### config.mk
export PLATFORM = sky130hd
export DESIGN_NAME = axil_wr_adapter
export DESIGN_NICKNAME = d
export VERILOG_FILES = /design/src/rtl/axil_wr_adapter.sv
export SDC_FILE = /design/constraint.sdc
export NUM_CORES = 1
export LEC_CHECK = 0
export BUFFER_PORTS_ARGS = -buffer_cell sky130_fd_sc_hd__buf_4
export CORE_UTILIZATION = 40
export DETAILED_ROUTE_END_ITERATION = 16
export PLACE_DENSITY = 0.79
export SYNTH_ARGS = -nofsm -noshare
export SYNTH_HDL_FRONTEND = slang
export SYNTH_SLANG_ARGS = --single-unit
### constraint.sdc
create_clock -name clk -period 1.3 [get_ports clk]
set_input_delay 0.065 -clock clk [delete_from_list [all_inputs] [get_ports clk]]
set_output_delay 0.065 -clock clk [all_outputs]
set_load 0.02 [all_outputs]
### src/rtl/axil_wr_adapter.sv
// rtl/axil_wr_adapter.sv - AXI4-Lite write-path adapter, one outstanding write
//
// Accepts AW and W from the slave side in any order, then replays them as a
// fully registered AW+W pair on the master side. The master B response is
// handed back to the slave side unmodified. Every output comes from a flop.
//
// Ports:
//   clk, rst                      clock, synchronous active-high reset
//   s_axil_aw*  (addr/valid/ready) slave write address channel
//   s_axil_w*   (data/strb/valid/ready) slave write data channel
//   s_axil_b*   (resp/valid/ready) slave write response channel
//   m_axil_aw*  (addr/valid/ready) master write address channel
//   m_axil_w*   (data/strb/valid/ready) master write data channel
//   m_axil_b*   (resp/valid/ready) master write response channel

module axil_wr_adapter #(
    parameter int ADDR_WIDTH   = 32,
    parameter int S_DATA_WIDTH = 32,
    parameter int M_DATA_WIDTH = 32,
    localparam int S_STRB_WIDTH = S_DATA_WIDTH / 8,
    localparam int M_STRB_WIDTH = M_DATA_WIDTH / 8
) (
    input  logic                    clk,
    input  logic                    rst,
    input  logic [ADDR_WIDTH-1:0]   s_axil_awaddr,
    input  logic                    s_axil_awvalid,
    output logic                    s_axil_awready,
    input  logic [S_DATA_WIDTH-1:0] s_axil_wdata,
    input  logic [S_STRB_WIDTH-1:0] s_axil_wstrb,
    input  logic                    s_axil_wvalid,
    output logic                    s_axil_wready,
    output logic [1:0]              s_axil_bresp,
    output logic                    s_axil_bvalid,
    input  logic                    s_axil_bready,
    output logic [ADDR_WIDTH-1:0]   m_axil_awaddr,
    output logic                    m_axil_awvalid,
    input  logic                    m_axil_awready,
    output logic [M_DATA_WIDTH-1:0] m_axil_wdata,
    output logic [M_STRB_WIDTH-1:0] m_axil_wstrb,
    output logic                    m_axil_wvalid,
    input  logic                    m_axil_wready,
    input  logic [1:0]              m_axil_bresp,
    input  logic                    m_axil_bvalid,
    output logic                    m_axil_bready
);

    if (M_DATA_WIDTH != S_DATA_WIDTH) begin : g_width_check
        $error("axil_wr_adapter: M_DATA_WIDTH must equal S_DATA_WIDTH");
    end

    typedef enum logic [1:0] {
        IDLE  = 2'd0,
        ISSUE = 2'd1,
        RESP  = 2'd2
    } state_t;

    state_t                  state_q, state_d;
    logic                    aw_cap_q, aw_cap_d;
    logic                    w_cap_q, w_cap_d;
    logic                    s_awready_q, s_awready_d;
    logic                    s_wready_q, s_wready_d;
    logic [ADDR_WIDTH-1:0]   awaddr_q, awaddr_d;
    logic [S_DATA_WIDTH-1:0] wdata_q, wdata_d;
    logic [S_STRB_WIDTH-1:0] wstrb_q, wstrb_d;
    logic                    m_awvalid_q, m_awvalid_d;
    logic                    m_wvalid_q, m_wvalid_d;
    logic                    m_bready_q, m_bready_d;
    logic                    s_bvalid_q, s_bvalid_d;
    logic [1:0]              s_bresp_q, s_bresp_d;

    logic aw_hs, w_hs;

    assign aw_hs = s_awready_q & s_axil_awvalid;
    assign w_hs  = s_wready_q & s_axil_wvalid;

    always_comb begin
        state_d     = state_q;
        aw_cap_d    = aw_cap_q;
        w_cap_d     = w_cap_q;
        s_awready_d = s_awready_q;
        s_wready_d  = s_wready_q;
        awaddr_d    = awaddr_q;
        wdata_d     = wdata_q;
        wstrb_d     = wstrb_q;
        m_awvalid_d = m_awvalid_q;
        m_wvalid_d  = m_wvalid_q;
        m_bready_d  = m_bready_q;
        s_bresp_d   = s_bresp_q;

        // Slave response retires independently of the FSM so IDLE can
        // already collect the next write while it is still pending.
        s_bvalid_d = s_bvalid_q & ~s_axil_bready;

        case (state_q)
            IDLE: begin
                if (aw_hs) begin
                    awaddr_d = s_axil_awaddr;
                    aw_cap_d = 1'b1;
                end
                if (w_hs) begin
                    wdata_d = s_axil_wdata;
                    wstrb_d = s_axil_wstrb;
                    w_cap_d = 1'b1;
                end
                if (aw_cap_d && w_cap_d) begin
                    state_d     = ISSUE;
                    m_awvalid_d = 1'b1;
                    m_wvalid_d  = 1'b1;
                    aw_cap_d    = 1'b0;
                    w_cap_d     = 1'b0;
                    s_awready_d = 1'b0;
                    s_wready_d  = 1'b0;
                end else begin
                    s_awready_d = ~aw_cap_d;
                    s_wready_d  = ~w_cap_d;
                end
            end
            ISSUE: begin
                if (m_awvalid_q && m_axil_awready) m_awvalid_d = 1'b0;
                if (m_wvalid_q && m_axil_wready)   m_wvalid_d  = 1'b0;
                if (!m_awvalid_d && !m_wvalid_d) begin
                    state_d    = RESP;
                    m_bready_d = ~s_bvalid_d;
                end
            end
            RESP: begin
                if (m_bready_q && m_axil_bvalid) begin
                    // m_bready was only high because s_bvalid was clearing,
                    // so the slave response slot is free here.
                    s_bresp_d   = m_axil_bresp;
                    s_bvalid_d  = 1'b1;
                    m_bready_d  = 1'b0;
                    state_d     = IDLE;
                    s_awready_d = 1'b1;
                    s_wready_d  = 1'b1;
                end else begin
                    m_bready_d = ~s_bvalid_d;
                end
            end
            default: begin
                state_d = IDLE;
            end
        endcase
    end

    always_ff @(posedge clk) begin
        if (rst) begin
            state_q     <= IDLE;
            aw_cap_q    <= 1'b0;
            w_cap_q     <= 1'b0;
            s_awready_q <= 1'b0;
            s_wready_q  <= 1'b0;
            awaddr_q    <= '0;
            wdata_q     <= '0;
            wstrb_q     <= '0;
            m_awvalid_q <= 1'b0;
            m_wvalid_q  <= 1'b0;
            m_bready_q  <= 1'b0;
            s_bvalid_q  <= 1'b0;
            s_bresp_q   <= 2'b00;
        end else begin
            state_q     <= state_d;
            aw_cap_q    <= aw_cap_d;
            w_cap_q     <= w_cap_d;
            s_awready_q <= s_awready_d;
            s_wready_q  <= s_wready_d;
            awaddr_q    <= awaddr_d;
            wdata_q     <= wdata_d;
            wstrb_q     <= wstrb_d;
            m_awvalid_q <= m_awvalid_d;
            m_wvalid_q  <= m_wvalid_d;
            m_bready_q  <= m_bready_d;
            s_bvalid_q  <= s_bvalid_d;
            s_bresp_q   <= s_bresp_d;
        end
    end

    assign s_axil_awready = s_awready_q;
    assign s_axil_wready  = s_wready_q;
    assign s_axil_bresp   = s_bresp_q;
    assign s_axil_bvalid  = s_bvalid_q;
    assign m_axil_awaddr  = awaddr_q;
    assign m_axil_awvalid = m_awvalid_q;
    assign m_axil_wdata   = wdata_q;
    assign m_axil_wstrb   = wstrb_q;
    assign m_axil_wvalid  = m_wvalid_q;
    assign m_axil_bready  = m_bready_q;

endmodule

==> reports/results.txt <==
First-pass DRT Iterations: 4
Hold Crit Class: in -> reg
Slew HR: 75.0%
Worst Max-Slew Pin Slew: 376 ps
Final setup viols: 0
fillers: 498
top-area cell type share of the netlist area: 55.2%
Reg area: 1610 um2
CP max FO: 15
Area growth, synth to finish: 77.1%
crit path max-delay cell type: and4bb_4
crit start category: flip-flop
Synth area leader: dfxtp_1
crit path to: m_axil_awaddr[19]$_SDFFE_PP0P_
Initial Utilization: 42.0%
Worst R2R Setup Slack: 60 ps
Final Net Count: 648
delay-heaviest family, CP: simple AND/OR/NAND/NOR gates
hold path start: m_axil_wready
sequential share of the synthesized area: 55.2%
CP Depth: 4
IO Port Bufs: 153
CTS H-tree lvls: 3
Remaining DRCs: 0
synthesis-stage register bit count: 80
CTS sink cnt: 80
Num CTS Buffers: 9
antenna-violating nets left: 0
FF-to-FF path depth: 4
DR iter-0 viols: 106
worst skew pair latency: 350 ps
CP startpoint: state_q[0]$_SDFFE_PP0P_
die height: 87.2 um
multi-input logic area: 1150 um2
Tcrit/Tclk final: 95.7%
largest net degree at the start of global routing: 37
via count: 3240
syn_nets: 429
vias in the first global route: 3102
Die Area: 7600 um2
CP max stage delay: 420 ps
Area contributors post-synth: dfxtp_1 55%, nand2_1 18%, a21oi_1 13%, buf_6 2.3%, mux2i_1 1.7%
IO Pins: 154
antenna violations before repair: 0
Max Slew Vio Count: 0
die width: 87.2 um
cell area after layout: 5140 um2
synthesis warning total: 0
WS Path Type: reg -> reg
GRT overflow: 0
DP Wirelength: 5270 um
Unique masters post-synth: 21
Power Dens Cells: 1200 nW/um2
Global Route Usage Sum: 24.1%
minimum clock period: 1240 ps
row cnt: 30
vias per cell: 4.83
Cell Area, Synth: 2900 um2
f_max: 803 MHz
Post-Route WL: 9390 um
clk root buf: clkbuf_8
VDD IR max: 886 uV
core area: 6910 um2
Critical Path AT: 1520 ps
leakage power: 2.24 nW
R2R Path End: m_axil_awaddr[19]$_SDFFE_PP0P_
Reg clk slew, reported paths: 90 ps
Worst R2R Start: state_q[0]$_SDFFE_PP0P_
GP Congestion: 0.752
crit path buf inv count: 1
Worst Setup End Kind: flip-flop
DR WL/cell: 14.0 um
Worst EP required: 1580 ps
Avg Inst Size Synth: 8.27 um2
CTS tree: yes
share of cells above drive strength 1: 33.1%
Synth Instances: 351
outcome: complete, no violations
final hold violations: 0
first-pass GRT wire length: 14000 um
Max clock buf depth: 2
CP Cell Sequence: and4bb_4 > clkbuf_16 > nand2_1 > a21oi_1
clock skew: 9.14 ps
Max Cap Violations: 0
Area after DPL: 4140 um2
Hold Worst Slack: 15.0 ps
-- sequential cells by signal (all words and copies together), names as in the netlist --
register and cells:
m_axil_wvalid 1, m_axil_awaddr 32, s_axil_awready 1, s_axil_wready 1, s_axil_bvalid 1, aw_cap_q 1
m_axil_awvalid 1, w_cap_q 1, m_axil_bready 1, state_q 2, s_axil_bresp 2, m_axil_wdata 32
m_axil_wstrb 4
-- metal layers --
layer / up-vias / global-route usage, % / routed length [um]
met4: 0 / 12.4 / 324
met3: 35 / 6.82 / 584
met1: 1481 / 25.2 / 3530
met5: - / 0 / 0
met2: 140 / 44.0 / 4940
li1: 1584 / - / -
-- metrics by stage --
step / setup slack, ps / setup TNS, ps / power, mW / cells / utilization, %
after floorplan: 2.75 / 0 / 3.34 / 351 / -
final: 55.3 / 0 / 6.18 / 671 / 74.4
after CTS: 1.12 / 0 / 6.17 / 669 / 73.7
after global placement: 53.9 / 0 / 3.83 / 582 / 59.9
after global routing: -0.825 / -0.856 / 6.44 / 670 / 74.4
after detailed placement: -36.3 / -61.6 / 3.86 / 582 / 59.9
-- worst min-delay path by stage --
stage | to | cells past startpoint
2_1_floorplan | m_axil_wdata[16]$_SDFFE_PP0P_ | 2
3_3_place_gp | s_axil_bresp[1]$_SDFFE_PP0P_ | 3
3_5_place_dp | s_axil_bresp[0]$_SDFFE_PP0P_ | 3
4_1_cts | m_axil_wvalid$_SDFFE_PP0P_ | 3
5_1_grt | m_axil_wvalid$_SDFFE_PP0P_ | 3
6_report | m_axil_wvalid$_SDFFE_PP0P_ | 3
-- cell usage after synthesis --
cell type  count
nor2b_1        2
buf_2          6
nand4b_1       1
clkbuf_1      13
or4_1          1
mux2i_1        5
and4bb_2       1
dfxtp_1       80
nand3b_1       1
buf_6          6
a31oi_1        1
nor2_1         6
a21bo_2        3
a32oi_1        1
a21oi_1       76
nand2b_1       4
and4bb_1       1
o32ai_1        2
buf_4          2
nand4bb_1      2
nand2_1      137
-- cells by family (layout without fill, tap and decap cells) --
logic type             count (synthesis)  count (layout)  synth area share (%)
multiplexers                           5               5                  1.72
AO/OA/AOI/OAI                         83              83                  15.3
flip-flops                            80              80                  55.2
other                                  0               1                     0
buffers and inverters                 27             250                  5.56
AND/OR/NAND/NOR                      156             156                  22.3
-- what timing repair did --
action / in CTS / in global routing
setup endpoints to repair: 10 / 73
cloned: 0 / 1
hold buffers: 70 / 0
pin swaps: 1 / 0
endpoints found under the hold margin: 70 / 0
setup buffers: 2 / 0
resized for setup: 1 / 9
-- area by class of cell --
type | instances | area share, %
clock inverters | 5 | 2.07
repair buffers | 235 | 39.4
clock buffers | 10 | 2.48
multi-input cells | 244 | 22.4
well taps | 96 | 2.34
diodes | 1 | 0.0487
flip-flops and latches | 80 | 31.3
-- layout by cell type (no fill, tap or decap), drive strengths merged, types with 3 or more instances in the layout --
cell,instances
dfxtp,80
nor2,6
nand2,137
nand2b,4
mux2i,5
buf,164
bufinv,3
a21oi,76
a21bo,3
dlygate4sd3,70
clkbuf,11
-- power breakdown --
group | internal [mW] | switching (mW)
combinational | 0.680 | 0.641
clock | 1.27 | 0.875
sequential | 2.61 | 0.100
total | 4.56 | 1.62
-- tightest hold or removal path, cell delays in order --
cell and delay [ps]:
buf_4 90, a21bo_2 110, a21oi_1 50
No activity file was read; power rests on OpenSTA's default activity.
